$ cat src/rtl/mc_main_ctrl_pkg.sv
// Shared encodings for the multicycle MIPS main control: opcodes, FSM states,
// ALU/PC select codes and the packed control word driven into the datapath.
package mc_main_ctrl_pkg;

  localparam logic [5:0] OP_RTYPE = 6'b000000;
  localparam logic [5:0] OP_LW    = 6'b100011;
  localparam logic [5:0] OP_SW    = 6'b101011;
  localparam logic [5:0] OP_BEQ   = 6'b000100;
  localparam logic [5:0] OP_J     = 6'b000010;
  localparam logic [5:0] OP_ADDI  = 6'b001000;

  localparam logic [1:0] ALUOP_ADD   = 2'b00;
  localparam logic [1:0] ALUOP_SUB   = 2'b01;
  localparam logic [1:0] ALUOP_FUNCT = 2'b10;

  localparam logic [1:0] SRCB_REG    = 2'b00;
  localparam logic [1:0] SRCB_FOUR   = 2'b01;
  localparam logic [1:0] SRCB_IMM    = 2'b10;
  localparam logic [1:0] SRCB_IMM_SH = 2'b11;

  localparam logic [1:0] PCSRC_ALU    = 2'b00;
  localparam logic [1:0] PCSRC_ALUOUT = 2'b01;
  localparam logic [1:0] PCSRC_JUMP   = 2'b10;

  typedef enum logic [3:0] {
    S_FETCH   = 4'd0,
    S_DECODE  = 4'd1,
    S_MEM_ADR = 4'd2,
    S_MEM_RD  = 4'd3,
    S_MEM_WB  = 4'd4,
    S_MEM_WR  = 4'd5,
    S_EXEC_R  = 4'd6,
    S_R_WB    = 4'd7,
    S_BRANCH  = 4'd8,
    S_JUMP    = 4'd9,
    S_EXEC_I  = 4'd10,
    S_I_WB    = 4'd11
  } state_e;

  typedef struct packed {
    logic       pc_write;
    logic       pc_write_cond;
    logic       ior_d;
    logic       mem_read;
    logic       mem_write;
    logic       ir_write;
    logic       mem_to_reg;
    logic       reg_dst;
    logic       reg_write;
    logic       alu_src_a;
    logic [1:0] alu_src_b;
    logic [1:0] pc_source;
    logic [1:0] alu_op;
  } ctrl_t;

endpackage

$ cat src/rtl/mc_ctrl_outdec.sv
// Combinational state -> control-word decode, zero latency, no handshake.
// FETCH leaves pcWrite/irWrite low here; the parent qualifies them with mem_ready.
module mc_ctrl_outdec
  import mc_main_ctrl_pkg::*;
(
  input  state_e i_state,
  output ctrl_t  o_ctrl
);

  always_comb begin
    o_ctrl = '0;
    case (i_state)
      S_FETCH: begin
        o_ctrl.mem_read  = 1'b1;
        o_ctrl.alu_src_b = SRCB_FOUR;
        o_ctrl.alu_op    = ALUOP_ADD;
      end
      S_DECODE: begin
        o_ctrl.alu_src_b = SRCB_IMM_SH;
        o_ctrl.alu_op    = ALUOP_ADD;
      end
      S_MEM_ADR, S_EXEC_I: begin
        o_ctrl.alu_src_a = 1'b1;
        o_ctrl.alu_src_b = SRCB_IMM;
        o_ctrl.alu_op    = ALUOP_ADD;
      end
      S_MEM_RD: begin
        o_ctrl.mem_read = 1'b1;
        o_ctrl.ior_d    = 1'b1;
      end
      S_MEM_WB: begin
        o_ctrl.reg_write  = 1'b1;
        o_ctrl.mem_to_reg = 1'b1;
      end
      S_MEM_WR: begin
        o_ctrl.mem_write = 1'b1;
        o_ctrl.ior_d     = 1'b1;
      end
      S_EXEC_R: begin
        o_ctrl.alu_src_a = 1'b1;
        o_ctrl.alu_src_b = SRCB_REG;
        o_ctrl.alu_op    = ALUOP_FUNCT;
      end
      S_R_WB: begin
        o_ctrl.reg_write = 1'b1;
        o_ctrl.reg_dst   = 1'b1;
      end
      S_BRANCH: begin
        o_ctrl.alu_src_a     = 1'b1;
        o_ctrl.alu_src_b     = SRCB_REG;
        o_ctrl.alu_op        = ALUOP_SUB;
        o_ctrl.pc_write_cond = 1'b1;
        o_ctrl.pc_source     = PCSRC_ALUOUT;
      end
      S_JUMP: begin
        o_ctrl.pc_write  = 1'b1;
        o_ctrl.pc_source = PCSRC_JUMP;
      end
      S_I_WB: begin
        o_ctrl.reg_write = 1'b1;
      end
      default: o_ctrl = '0;
    endcase
  end

endmodule

$ cat src/rtl/mc_main_ctrl.sv
// Multicycle MIPS main control: Moore FSM with retired-instruction counter.
// Outputs decode the registered state; mem_ready stalls FETCH/MEM_RD/MEM_WR.
module mc_main_ctrl
  import mc_main_ctrl_pkg::*;
#(
  parameter int CNT_W       = 32,
  parameter bit MEM_WAIT_EN = 1'b1
) (
  input  logic             clk,
  input  logic             rst_n,
  input  logic [5:0]       opcode,
  input  logic             mem_ready,
  output logic             pcWrite,
  output logic             pcWriteCond,
  output logic             iorD,
  output logic             memRead,
  output logic             memWrite,
  output logic             irWrite,
  output logic             memToReg,
  output logic             regDst,
  output logic             regWrite,
  output logic             aluSrcA,
  output logic [1:0]       aluSrcB,
  output logic [1:0]       pcSource,
  output logic [1:0]       aluOp,
  output logic [3:0]       state,
  output logic             illegalOp,
  output logic [CNT_W-1:0] instrCount
);

  state_e           r_state;
  state_e           w_next;
  logic [CNT_W-1:0] r_cnt;
  ctrl_t            w_dec;
  logic             w_rdy;
  logic             w_retire;
  logic             w_illegal;
  logic             w_fetch_go;

  assign w_rdy = MEM_WAIT_EN ? mem_ready : 1'b1;

  always_ff @(posedge clk or negedge rst_n) begin
    if (!rst_n) begin
      r_state <= S_FETCH;
      r_cnt   <= '0;
    end else begin
      r_state <= w_next;
      if (w_retire) r_cnt <= r_cnt + 1'b1;
    end
  end

  always_comb begin
    w_next    = S_FETCH;
    w_retire  = 1'b0;
    w_illegal = 1'b0;
    case (r_state)
      S_FETCH:  w_next = w_rdy ? S_DECODE : S_FETCH;
      S_DECODE: begin
        case (opcode)
          OP_RTYPE:     w_next = S_EXEC_R;
          OP_LW, OP_SW: w_next = S_MEM_ADR;
          OP_BEQ:       w_next = S_BRANCH;
          OP_J:         w_next = S_JUMP;
          OP_ADDI:      w_next = S_EXEC_I;
          default: begin
            w_next    = S_FETCH;
            w_illegal = 1'b1;
          end
        endcase
      end
      S_MEM_ADR: w_next = (opcode == OP_SW) ? S_MEM_WR : S_MEM_RD;
      S_MEM_RD:  w_next = w_rdy ? S_MEM_WB : S_MEM_RD;
      S_MEM_WR: begin
        w_next   = w_rdy ? S_FETCH : S_MEM_WR;
        w_retire = w_rdy;
      end
      S_EXEC_R: w_next = S_R_WB;
      S_EXEC_I: w_next = S_I_WB;
      S_MEM_WB, S_R_WB, S_BRANCH, S_JUMP, S_I_WB: begin
        w_next   = S_FETCH;
        w_retire = 1'b1;
      end
      default: w_next = S_FETCH;
    endcase
  end

  mc_ctrl_outdec u_outdec (
    .i_state (r_state),
    .o_ctrl  (w_dec)
  );

  // Everything is forced low while reset is held, even though state reads FETCH.
  assign w_fetch_go  = (r_state == S_FETCH) && w_rdy;
  assign pcWrite     = rst_n & (w_dec.pc_write | w_fetch_go);
  assign irWrite     = rst_n & (w_dec.ir_write | w_fetch_go);
  assign pcWriteCond = rst_n & w_dec.pc_write_cond;
  assign iorD        = rst_n & w_dec.ior_d;
  assign memRead     = rst_n & w_dec.mem_read;
  assign memWrite    = rst_n & w_dec.mem_write;
  assign memToReg    = rst_n & w_dec.mem_to_reg;
  assign regDst      = rst_n & w_dec.reg_dst;
  assign regWrite    = rst_n & w_dec.reg_write;
  assign aluSrcA     = rst_n & w_dec.alu_src_a;
  assign aluSrcB     = rst_n ? w_dec.alu_src_b : 2'b00;
  assign pcSource    = rst_n ? w_dec.pc_source : 2'b00;
  assign aluOp       = rst_n ? w_dec.alu_op : 2'b00;
  assign illegalOp   = rst_n & w_illegal;
  assign state       = r_state;
  assign instrCount  = r_cnt;

endmodule

$ cat config.mk
export PLATFORM = sky130hd
export DESIGN_NAME = mc_main_ctrl
export DESIGN_NICKNAME = d
export VERILOG_FILES = /design/src/rtl/mc_main_ctrl_pkg.sv /design/src/rtl/mc_ctrl_outdec.sv /design/src/rtl/mc_main_ctrl.sv
export SDC_FILE = /design/constraint.sdc
export NUM_CORES = 1
export LEC_CHECK = 0
export BUFFER_PORTS_ARGS = -buffer_cell sky130_fd_sc_hd__buf_2
export CAP_MARGIN = 20
export CORE_MARGIN = 1.5
export CORE_UTILIZATION = 56
export DETAILED_ROUTE_END_ITERATION = 10
export GPL_TIMING_DRIVEN = 0
export PLACE_DENSITY = 0.85
export SYNTH_ARGS = -nofsm -noshare
export SYNTH_HDL_FRONTEND = slang
export SYNTH_HIERARCHICAL = 1
export SYNTH_SLANG_ARGS = --single-unit
export TNS_END_PERCENT = 5
$ cat constraint.sdc
create_clock -name clk -period 2.8 [get_ports clk]
set_input_delay 0.28 -clock clk [delete_from_list [all_inputs] [get_ports clk]]
set_output_delay 0.28 -clock clk [all_outputs]
set_load 0.005 [all_outputs]
==> results.cfg, run 1 <==
[floorplan]
ios = 62
rows = 22
start_util_pct = 59.8
die-area_mm2 = 0.00441
die_height_um = 66.4
die_w_um = 66.4
coreArea_mm2 = 0.00377

[cts]
clk_latency_ns = 0.30
cts_sinks = 36
cts_resized = 0
cts_tree = done
cts_buffers = 5
post_cts_buffers = 0
cts_hold_buf = 0
h-tree-depth = 2
root_buffer = clkbuf_8
cts_buffer_depth = 2
cts.clk_slew.worst_paths_ns = 0.08

[sta]
period_minus_slack_ns = 2.16
slew-limit-headroom_pct = 43.1
setup_viol = 0
clock_skew_ns = 0.0103
fin_hold_ws_ns = 0.0790
hold_violations = 0
drv_slew = 0
rsz0062_at_grt = false
finalCritPeriodShare_pct = 77.3
tightestPinTransition_ns = 0.854
fin_ws_ns = 0.636
fmaxAchievable_mhz = 462
setup_tns_ns = 0

[synthesis]
synth-seq-area-share_pct = 40.0
ys_warn_count = 6
yosys-top-cells-count = dfrtp_1 (36), xnor2_1 (22), and2_1 (17)
synth_edf_count = 0
synth_top_cell_by_area = dfrtp_1
yosys_register_bits = 36
synth_mux_area_share_pct = 1.39
netlist_area_mm2 = 0.00225
synth.most_common_cell = dfrtp_1
synth_xor_area_share_pct = 13.6
synth-async-reset-ratio_pct = 100
synth_top_family_by_area = simple AND/OR/NAND/NOR gates
yosys.area_share.adder_pct = 0.999
yosys-top-cells-area = dfrtp_1 (40%), xnor2_1 (8.6%), xor2_1 (5.1%)
yosysUniqueCellTypes = 53
synthesis.nets = 237
dominantRegCellSynth = dfrtp_1
synth_top_area_share_pct = 40.0
synth_compound_area_share_pct = 6.39
synth-simple-area-share_pct = 32.8
netlist_instances = 227
avgSynthCellArea_um2 = 9.93

[flow_run]
cap_violations = 0

[detailed_routing]
num_vias = 1876
vias_per_cell = 5.45
drtIter0Drc = 105
drt_pass1_iterations = 4
postRouteAntennaNets = 0
wirelength_mm = 4.65
drc_errors = 0
routedWlPerCell_um = 13.5

[critical_path]
rrSetupSlack_ns = 0.75
cp-end-kind = output port
crit_path_start_kind = flip-flop
slowest_delay_ns = 0.47
cp_slowest_cell = dfrtp_1
critPathKind = reg2out
rr_startpoint = state[1]$_DFF_PN0_
required_ns = 2.52
worst-r2r-cell-count = 7
r2r_end = instrCount[16]$_DFFE_PN0P_
crit_path_cell_trace = clkbuf_2 -> nor2_1 -> and3_1 -> o21a_1 -> buf_2
cp.arrival_ns = 1.88
cp_max_fo = 8

[power_and_ir_drop]
power_density_mw_per_mm2 = 510
ir_drop_mv = 0.382
p_leak_nw = 1.38

[grt]
grt_usage_pct = 23.5
antenna_found_initial = 0
grt_pass1_wl_mm = 7.87
grt_max_degree = 45
grt_pass1_vias = 1698
grt.overflow.total = 0

[finish]
drive_above_1_share_pct = 32.4
synthToLayoutAreaGrowth_pct = 20.3
final_area_mm2 = 0.00271
seq_area_um2 = 901
multiInputGateArea_mm2 = 0.00125
num_antenna_cells = 0
nets = 305
n_fill_cell = 283

[place]
io_buffers = 61
gp_congestion = 0.892
place_area_mm2 = 0.00262
pre_cts_ws_ns = 0.782
dp_hpwl_mm = 3.38

[status]
run_status = finished clean

[min_path]
min_path_type = in2async
-- flip-flops by register name, indices dropped and copies added, names as in the netlist --
name,cells
state,4
instrCount,32
-- layout by cell type, fill, tap and decap left out, drive strengths merged, types with 3 or more instances in the layout --
master	Yosys	layout
nand2	11	11
dfrtp	36	36
buf	11	72
nor2b	3	3
clkbuf	3	9
nor3b	3	3
nor4b	3	3
a21oi	5	5
o21ai	5	5
xnor2	22	22
and2	17	17
and4bb	3	3
nand4	11	11
and3	7	7
nor3	11	11
nand3	13	13
nor2	16	16
inv	5	5
nor4	3	3
and4	3	3
xor2	13	13
-- layer usage --
layer,GRT usage (%),up-vias,routed length [µm]
li1,-,929,-
met1,32.0,885,2220
met2,35.4,54,2100
met3,7.50,8,251
met4,7.65,0,74
met5,0,-,0
-- report_power, final --
group / switching, mW / internal, mW
registers: 0.0524 / 0.552
clock network: 0.191 / 0.196
logic: 0.201 / 0.190
total: 0.444 / 0.937
-- cell type report --
class	count	area share, %
Buffer	14	3.23
Inverter	5	0.692
Multi-Input combinational cell	172	46.0
Clock inverter	2	0.369
Clock buffer	6	3.05
Sequential cell	36	33.2
Timing Repair Buffer	61	11.3
Tap cell	48	2.22
-- how the worst max path moves through the flow --
stage,from,endpoint,slack (ns),cells after the start
5_1_grt,state[3]$_DFF_PN0_,irWrite,0.54,5
3_3_place_gp,state[1]$_DFF_PN0_,instrCount[28]$_DFFE_PN0P_,0.81,7
6_report,state[3]$_DFF_PN0_,irWrite,0.64,5
2_1_floorplan,state[1]$_DFF_PN0_,instrCount[10]$_DFFE_PN0P_,0.99,7
3_5_place_dp,state[3]$_DFF_PN0_,instrCount[16]$_DFFE_PN0P_,0.78,7
4_1_cts,state[3]$_DFF_PN0_,irWrite,0.65,5
-- worst max-delay path, delay by kind of cell (launching register included) --
kind,cells,cell delay [ns]
flops,1,0.47
buf+inv,2,0.33
compound gates,1,0.11
simple gates,2,0.69
-- kinds of logic (layout without fill, tap and decap cells) --
family / Yosys count / count (layout)
simple gates: 111 / 111
fa+ha+maj: 2 / 2
buf+inv: 19 / 88
other cells: 1 / 1
flops: 36 / 36
xor+xnor: 35 / 35
mux: 3 / 3
compound gates: 20 / 20
-- through the flow --
stage                     power, mW  cells  utilization (%)
after floorplan               0.870    227                -
after global placement        0.988    336             69.4
after detailed placement       1.00    336             69.4
after CTS                      1.39    344             71.9
after global routing           1.46    344             71.9
final                          1.38    344             71.9
Note: power is estimated with default switching activity, not from simulation.
==> run 2: changes to the inputs <==
--- a/config.mk
+++ b/config.mk
@@ -5,13 +5,14 @@
 export SDC_FILE = /design/constraint.sdc
 export NUM_CORES = 1
 export LEC_CHECK = 0
+export ABC_AREA = 1
 export BUFFER_PORTS_ARGS = -buffer_cell sky130_fd_sc_hd__buf_2
 export CAP_MARGIN = 20
 export CORE_MARGIN = 1.5
-export CORE_UTILIZATION = 56
+export CORE_UTILIZATION = 49
 export DETAILED_ROUTE_END_ITERATION = 10
 export GPL_TIMING_DRIVEN = 0
-export PLACE_DENSITY = 0.85
+export PLACE_DENSITY = 0.77
 export SYNTH_ARGS = -nofsm -noshare
 export SYNTH_HDL_FRONTEND = slang
 export SYNTH_HIERARCHICAL = 1
==> constraint.sdc (replaced) <==
create_clock -name clk -period 1.9 [get_ports clk]
set_input_delay 0.19 -clock clk [delete_from_list [all_inputs] [get_ports clk]]
set_output_delay 0.19 -clock clk [all_outputs]
set_load 0.005 [all_outputs]
==> run 2 against run 1 <==
Effect of this change:
- flip-flop and latch count stayed put
- sequential share of layout area is 3.7 points lower
- routed wire length is 25% higher
- register-to-register slack worse by 0.53 ns
- critical path depth is 3 higher
- critical endpoint is now pcWriteCond
- largest power group unchanged
- highest routed layer unchanged
==> results.cfg, run 2 <==
[finish]
largest_reg_flops = 32
layoutNonFillerInstCount = 530
multiInputGateArea_mm2 = 0.00132
seq_area_um2 = 901
nets = 472
n_fill_cell = 483
drive_above_1_share_pct = 20.5
num_antenna_cells = 0
layout_common_cells = nand2_1 (139), inv_1 (62), buf_2 (61)
synthToLayoutAreaGrowth_pct = 20.4
layout_commonest_cell = nand2_1

[detailed_routing]
vias_per_cell = 4.84
num_vias = 2565
drc_errors = 0
drt_pass1_iterations = 4
postRouteAntennaNets = 0
drtIter0Drc = 120
wirelength_mm = 5.82
routedWlPerCell_um = 11.0

[synthesis]
synth_edf_count = 0
netlist_instances = 392
synth-seq-area-share_pct = 35.5
synth.most_common_cell = nand2_1
synthesis.nets = 402
synth_top_area_share_pct = 35.5
synth-async-reset-ratio_pct = 100
ys_warn_count = 6
yosys-top-cells-area = dfrtp_1 (36%), nand2_1 (21%), inv_1 (9.2%)
netlist_area_mm2 = 0.00253
yosys_register_bits = 36
yosys-top-cells-count = nand2_1 (139), inv_1 (62), nor2_1 (49)
avgSynthCellArea_um2 = 6.47
yosysUniqueCellTypes = 30
dominantRegCellSynth = dfrtp_1
synth_top_cell_by_area = dfrtp_1

[critical_path]
critPathKind = reg2out
critical-path-top-delay-family = flip-flops
cp_common_cell = inv_1
cp-end-kind = output port
crit_path_start_kind = flip-flop
crit_path_cell_trace = inv_1 -> nor2_1 -> nand2_1 -> inv_1 -> buf_4 -> nand2_1 -> inv_1 -> buf_2
required_ns = 1.71
cp_slowest_cell = dfrtp_1
cp_max_fo = 9
cp.arrival_ns = 1.56
worst-path-buf-inv = 5
slowest_delay_ns = 0.55

[status]
run_status = finished clean

[cts]
cts.clk_slew.worst_paths_ns = 0.07
root_buffer = clkbuf_8
post_cts_buffers = 0
cts_tree = done
cts_buffers = 5
cts_sinks = 36
clk_latency_ns = 0.29
cts_buffer_depth = 2
h-tree-depth = 2

[floorplan]
rows = 25
start_util_pct = 52.3
die-area_mm2 = 0.00561
die_height_um = 74.9
ios = 62
die_w_um = 74.9
coreArea_mm2 = 0.00485

[sta]
period_minus_slack_ns = 1.75
drv_slew = 0
clock_skew_ns = 0.00901
setup_viol = 0
setup_tns_ns = 0
hold_violations = 0
finalCritPeriodShare_pct = 92.2
rsz0062_at_grt = false
fmaxAchievable_mhz = 571

[grt]
grt_pass1_vias = 2321
grt_usage_pct = 22.2
grt.overflow.total = 0
grt_max_degree = 43
grt_pass1_wl_mm = 9.78
antenna_found_initial = 0

[min_path]
min_path_type = in2reg

[flow_run]
cap_violations = 0

[power_and_ir_drop]
ir_drop_mv = 0.403
power.total_mw = 2.26
power_density_mw_per_mm2 = 740
p_leak_nw = 1.72

[place]
dp_cells = 520
dp_hpwl_mm = 4.41
gp_congestion = 0.855
io_buffers = 61
run 2: cell families after synthesis:
| kind of cell | synth area share, % |
|---|---|
| flip-flops | 35.5 |
| AND/OR/NAND/NOR | 42.8 |
| adder cells (fa/ha/maj) | 0.494 |
| buffers and inverters | 12.6 |
| XOR/XNOR | 5.87 |
| AO/OA/AOI/OAI | 2.47 |
| other | 0.148 |
run 2: path summary, 6_finish.rpt:
kind	slack (ns)	end	depth (start not counted)	start
min reg2reg	0.51	instrCount[31]$_DFFE_PN0P_	2	instrCount[31]$_DFFE_PN0P_
max in group asynchronous	1.23	instrCount[28]$_DFFE_PN0P_	3	rst_n
max	0.15	pcWriteCond	8	state[3]$_DFF_PN0_
max reg2reg	0.22	instrCount[18]$_DFFE_PN0P_	7	instrCount[0]$_DFFE_PN0P_
min	0.24	state[1]$_DFF_PN0_	3	opcode[2]
min in group asynchronous	0.48	instrCount[7]$_DFFE_PN0P_	3	rst_n
run 2: metrics by stage:
| step | utilization [%] | cell area [µm²] | setup slack (ns) | hold slack, ns |
|---|---|---|---|---|
| floorplan | - | 2530 | 0.462 | -0.106 |
| global route | 62.9 | 3050 | 0.0137 | 0.236 |
| CTS | 62.2 | 3020 | 0.138 | 0.0661 |
| global placement | 60.3 | 2920 | 0.171 | 0.373 |
| detailed placement | 60.3 | 2920 | 0.143 | 0.376 |
| finish | 62.9 | 3050 | 0.149 | 0.237 |
run 2: what timing repair did:
action	CTS	global route
setup endpoints to repair	0	7
resized for setup	0	2
hold buffers	0	2
hold endpoints to repair	0	36
run 2: layout make-up:
cell class,count,area share [%]
repair buffers,63,11.1
well taps,67,2.75
clock buffers,6,2.71
plain buffers,8,2.13
clock inverters,2,0.328
inverters,68,8.36
multi-input cells,280,43.1
flip-flops and latches,36,29.5
run 2: worst register-to-register path, stage by stage (launching register included):
cell      delay [ns]
dfrtp_1         0.46
ha_1            0.24
nand2_1         0.08
nor2_2          0.17
nand3b_1        0.17
nor2_4          0.21
nand2_1         0.10
xnor2_1         0.13
run 2: layer usage:
layer	global-route usage [%]	share of wire (%)	up-vias
met3	3.61	5.1	6
met5	0	0	-
met2	37.5	45	65
met4	6.26	0.91	0
li1	-	-	1337
met1	29.6	49	1157
run 2: power breakdown:
| part | switching, mW | internal, mW |
|---|---|---|
| registers | 0.120 | 0.832 |
| clock network | 0.274 | 0.289 |
| logic | 0.443 | 0.299 |
| total | 0.837 | 1.42 |
